[config.mk]
export PLATFORM = sky130hd
export DESIGN_NAME = regfile_dump_tx
export DESIGN_NICKNAME = d
export VERILOG_FILES = /design/src/rtl/regfile_dump_tx.sv
export SDC_FILE = /design/constraint.sdc
export NUM_CORES = 1
export LEC_CHECK = 0
export ABC_AREA = 1
export BUFFER_PORTS_ARGS = -buffer_cell sky130_fd_sc_hd__clkbuf_2
export CAP_MARGIN = 0
export CORE_UTILIZATION = 58
export DETAILED_ROUTE_END_ITERATION = 8
export PLACE_DENSITY = 0.82
export SLEW_MARGIN = 30
export SYNTH_ARGS = -nofsm -noshare
export SYNTH_HDL_FRONTEND = slang
export SYNTH_SLANG_ARGS = --single-unit
[constraint.sdc]
create_clock -name clk -period 2.33 [get_ports clk]
set_input_delay 0.5825 -clock clk [delete_from_list [all_inputs] [get_ports clk]]
set_output_delay 0.5825 -clock clk [all_outputs]
set_load 0.01 [all_outputs]
[src/rtl/regfile_dump_tx.sv]
// rtl/regfile_dump_tx.sv - walks the register bank and serialises each register as a UART frame
module regfile_dump_tx #(
    parameter int WIDTH        = 8,
    parameter int ADDR_W       = 4,
    parameter int CLKS_PER_BIT = 4
) (
    input  logic              clk,
    input  logic              reset,
    input  logic              start,
    input  logic [WIDTH-1:0]  RD,
    output logic [ADDR_W-1:0] RA,
    output logic              tx,
    output logic              busy,
    output logic              done
);

    localparam int CW = (CLKS_PER_BIT > 1) ? $clog2(CLKS_PER_BIT) : 1;
    localparam int BW = (WIDTH > 1) ? $clog2(WIDTH) : 1;
    localparam logic [CW-1:0] CLK_LAST = CW'(CLKS_PER_BIT - 1);
    localparam logic [BW-1:0] BIT_LAST = BW'(WIDTH - 1);

    typedef enum logic [2:0] {
        S_IDLE  = 3'd0,
        S_LOAD  = 3'd1,
        S_START = 3'd2,
        S_DATA  = 3'd3,
        S_STOP  = 3'd4
    } state_t;

    state_t            state, state_n;
    logic [CW-1:0]     clk_cnt, clk_cnt_n;
    logic [BW-1:0]     bit_cnt, bit_cnt_n;
    logic [WIDTH-1:0]  shift, shift_n;
    logic [ADDR_W-1:0] ra_n;
    logic              tx_n, busy_n, done_n;

    // State register: all state and the registered outputs advance together
    always_ff @(posedge clk) begin
        if (reset) begin
            state   <= S_IDLE;
            clk_cnt <= '0;
            bit_cnt <= '0;
            shift   <= '0;
            RA      <= '0;
            tx      <= 1'b1;
            busy    <= 1'b0;
            done    <= 1'b0;
        end else begin
            state   <= state_n;
            clk_cnt <= clk_cnt_n;
            bit_cnt <= bit_cnt_n;
            shift   <= shift_n;
            RA      <= ra_n;
            tx      <= tx_n;
            busy    <= busy_n;
            done    <= done_n;
        end
    end

    // Next-state logic: frame sequencing, bit timing and register walk
    always_comb begin
        state_n   = state;
        clk_cnt_n = clk_cnt;
        bit_cnt_n = bit_cnt;
        shift_n   = shift;
        ra_n      = RA;
        case (state)
            S_IDLE: begin
                if (start) begin
                    state_n = S_LOAD;
                    ra_n    = '0;
                end
            end
            S_LOAD: begin
                // Snapshot the register now; later regfile writes do not disturb the frame
                shift_n   = RD;
                clk_cnt_n = '0;
                bit_cnt_n = '0;
                state_n   = S_START;
            end
            S_START: begin
                if (clk_cnt == CLK_LAST) begin
                    clk_cnt_n = '0;
                    bit_cnt_n = '0;
                    state_n   = S_DATA;
                end else begin
                    clk_cnt_n = clk_cnt + CW'(1);
                end
            end
            S_DATA: begin
                if (clk_cnt == CLK_LAST) begin
                    clk_cnt_n = '0;
                    shift_n   = shift >> 1;
                    if (bit_cnt == BIT_LAST) begin
                        state_n = S_STOP;
                    end else begin
                        bit_cnt_n = bit_cnt + BW'(1);
                    end
                end else begin
                    clk_cnt_n = clk_cnt + CW'(1);
                end
            end
            S_STOP: begin
                if (clk_cnt == CLK_LAST) begin
                    clk_cnt_n = '0;
                    // Last-register test uses RA before increment so RA never wraps mid-dump
                    if (RA == {ADDR_W{1'b1}}) begin
                        state_n = S_IDLE;
                        ra_n    = '0;
                    end else begin
                        state_n = S_LOAD;
                        ra_n    = RA + ADDR_W'(1);
                    end
                end else begin
                    clk_cnt_n = clk_cnt + CW'(1);
                end
            end
            default: begin
                state_n = S_IDLE;
            end
        endcase
    end

    // Output logic: values the registered outputs take with the upcoming state
    always_comb begin
        tx_n   = 1'b1;
        busy_n = (state_n != S_IDLE);
        done_n = (state == S_STOP) && (state_n == S_IDLE);
        case (state_n)
            S_START: tx_n = 1'b0;
            S_DATA:  tx_n = shift_n[0];
            default: tx_n = 1'b1;
        endcase
    end

endmodule
==> results_dict.tcl <==
set metrics [dict create \
    status "finished, final reports clean" \
    core_area_mm2 0.001745 \
    place_congestion 0.8619 \
    drc 0 \
    dpl.hpwl_um 1678 \
    drv_cap 0 \
    fmax_mhz 632.7 \
    io-pin-count 18 \
    hold_depth 1 \
    synthesis.area_mm2 0.001092 \
    num_vias 1068 \
    htreeDepth 1 \
    cp.required_ns 2.53 \
    drt_pass1_iterations 4 \
    cts-root-buf "clkbuf_4" \
    viasPerCell 5.313 \
    cts-resized-gates 0 \
    drive_gt1_share_pct 15.34 \
    hold_buffers 0 \
    period_needed_ns 1.581 \
    min_to "clk_cnt[0]$_SDFFE_PP0P_" \
    synth_fp_nets 172 \
    grtUsageTotal_pct 24.13 \
    switching_share_pct 29.17 \
    start_kind "flop" \
    ys_ff_latch 23 \
    post-place-ws_ns 0.7602 \
    ant_nets 0 \
    worstRegToRegCells 6 \
    grt_pass1_vias 904 \
    finalNonFillerCells 201 \
    ir_drop_mv 0.4065 \
    syn_area_per_cell_um2 6.957 \
    crit_type "reg -> reg" \
    cts_buffer_depth 2 \
    layout_commonest_cell "nand2_1" \
    fin_area_mm2 0.001227 \
    diodes 0 \
    first_iter_violations 23 \
    die_area_mm2 0.002061 \
    combPwrFrac_pct 17.4 \
    max_slew_margin_pct 73.69 \
    seqPwrFrac_pct 57.8 \
    cp-end-kind "flop" \
    worstHoldStart "clk_cnt[0]$_SDFFE_PP0P_" \
    cp.arrival_ns 1.78 \
    clkSlewWorstSetupHoldPaths_ns 0.12 \
    dpl_cell_area_mm2 0.001201 \
    cts_inserted_buffers 3 \
    setup_viol 0 \
    die_x_um 45.40 \
    r2r-start "clk_cnt[0]$_SDFFE_PP0P_" \
    die_h_um 45.40 \
    hold_slack_ns 0.4622 \
    dp_cells 197 \
    power_leakage_nw 0.5443 \
    fin_crit_sh_pct 67.83 \
    clockPowerShare_pct 24.8 \
    post_synth_num_cell_types 19 \
    grt_pass1_wl_um 3560 \
    hold_viol 0 \
    total_power_mw 0.7485 \
    p_sw_mw 0.2184 \
    clock_sinks 23 \
    yosysSeqAreaShare_pct 42.15 \
    powerDensity_mw_per_mm2 609.8 \
    overflow 0 \
    fillers 166 \
    postCtsSetupBuffers 0 \
    insertion_delay_ns 0.31 \
    drv_slew 0 \
    ys.warnings.count 0 \
    grt_max_degree 16 \
    fin_ws_ns 0.7495 \
    rsz0062_at_grt "false" \
    regToRegSetupSlack_ns 0.75 \
    cts_tree "built" \
    netlist_instances 157 \
    p_int_mw 0.5301 \
    regToRegEndpoint "shift[6]$_SDFFE_PP0P_" \
    antenna_found_initial 0 \
    start_util_pct 62.58 \
    nets 192 \
    io_buffers 17 \
    fin_util_pct 70.32 \
    fin_setup_tns_ns 0 \
    wl_per_cell_um 10.90 \
    hp-class "reg -> reg" \
    final_cell_mix "nand2_1, dfxtp_1, nand3_1, clkbuf_2, inv_1" \
    path_max_fanout 12 \
    rows 15 \
    skew_ns 0.004013 \
    worst-slew-pin-transition_ns 0.3947 \
    area_growth_pct 12.37 \
    wirelength_um 2191 \
]
## cell families (layout without fill, tap and decap cells)
logic type                 Yosys count  after routing  synth area share, %
AOI/OAI and AO/OA                   22             22                11.34
and+or+nand+nor                     89             89                35.40
DFF                                 23             23                42.15
adders and majority gates            4              4                4.582
buffers and inverters               19             38                6.529
## power groups by stage
stage | Sequential (mW) | Clock [mW] | Combinational, mW
floorplan | 0.441 | 0 | 0.0912
global placement | 0.441 | 0 | 0.125
detailed placement | 0.442 | 0 | 0.130
CTS | 0.433 | 0.189 | 0.131
global route | 0.436 | 0.209 | 0.148
finish | 0.433 | 0.186 | 0.130
## layout make-up
type	instances	area [um^2]	area share [%]
clock buffers	4	26.28	2.141
inverters	17	63.81	5.199
multi-input cells	115	560.5	45.67
repair buffers	17	85.08	6.932
flip-flops and latches	23	460.4	37.51
well taps	25	31.28	2.548
## synth_stat cells, drive strengths merged
library cell	n	share of area (%)
nand4	2	1.1
inv	17	5.8
a21oi	9	4.1
nand3	18	8.2
o21bai	1	0.69
nor2	14	6.6
a31oi	7	4.0
clkbuf	2	0.69
ha	4	4.6
o211ai	1	0.69
dfxtp	23	42
nand2	54	19
and2	1	0.57
o21ai	4	1.8
## critical path, cell delays in order, from the launching register on
cell,delay [ns]
dfxtp_1,0.37
ha_1,0.40
inv_1,0.17
nand2_1,0.12
nand3_1,0.21
nand2_1,0.13
a31oi_1,0.08
## registers in the layout (all words and copies together), names as in the netlist
| signal | flops |
|---|---|
| state | 3 |
| bit_cnt | 3 |
| busy | 1 |
| clk_cnt | 2 |
| tx | 1 |
| done | 1 |
| shift | 8 |
| RA | 4 |
## routing by layer
metal | wire [um] | GRT usage [%] | up-vias
li1 | - | - | 551
met1 | 1005 | 30.45 | 481
met2 | 1038 | 40.29 | 32
met3 | 104 | 3.571 | 4
met4 | 42 | 10.91 | 0
met5 | 0 | 0 | -
## worst max path at each step
stage | startpoint | to | slack [ns] | cells after the start
finish | clk_cnt[0]$_SDFFE_PP0P_ | shift[6]$_SDFFE_PP0P_ | 0.75 | 6
global route | clk_cnt[0]$_SDFFE_PP0P_ | shift[6]$_SDFFE_PP0P_ | 0.58 | 6
CTS | clk_cnt[0]$_SDFFE_PP0P_ | busy$_SDFF_PP0_ | 0.75 | 8
detailed placement | clk_cnt[0]$_SDFFE_PP0P_ | busy$_SDFF_PP0_ | 0.76 | 8
global placement | clk_cnt[0]$_SDFFE_PP0P_ | busy$_SDFF_PP0_ | 0.84 | 8
floorplan | clk_cnt[0]$_SDFFE_PP0P_ | RA[3]$_SDFFE_PP0P_ | 1.03 | 7
No activity file was read; power rests on OpenSTA's default activity.
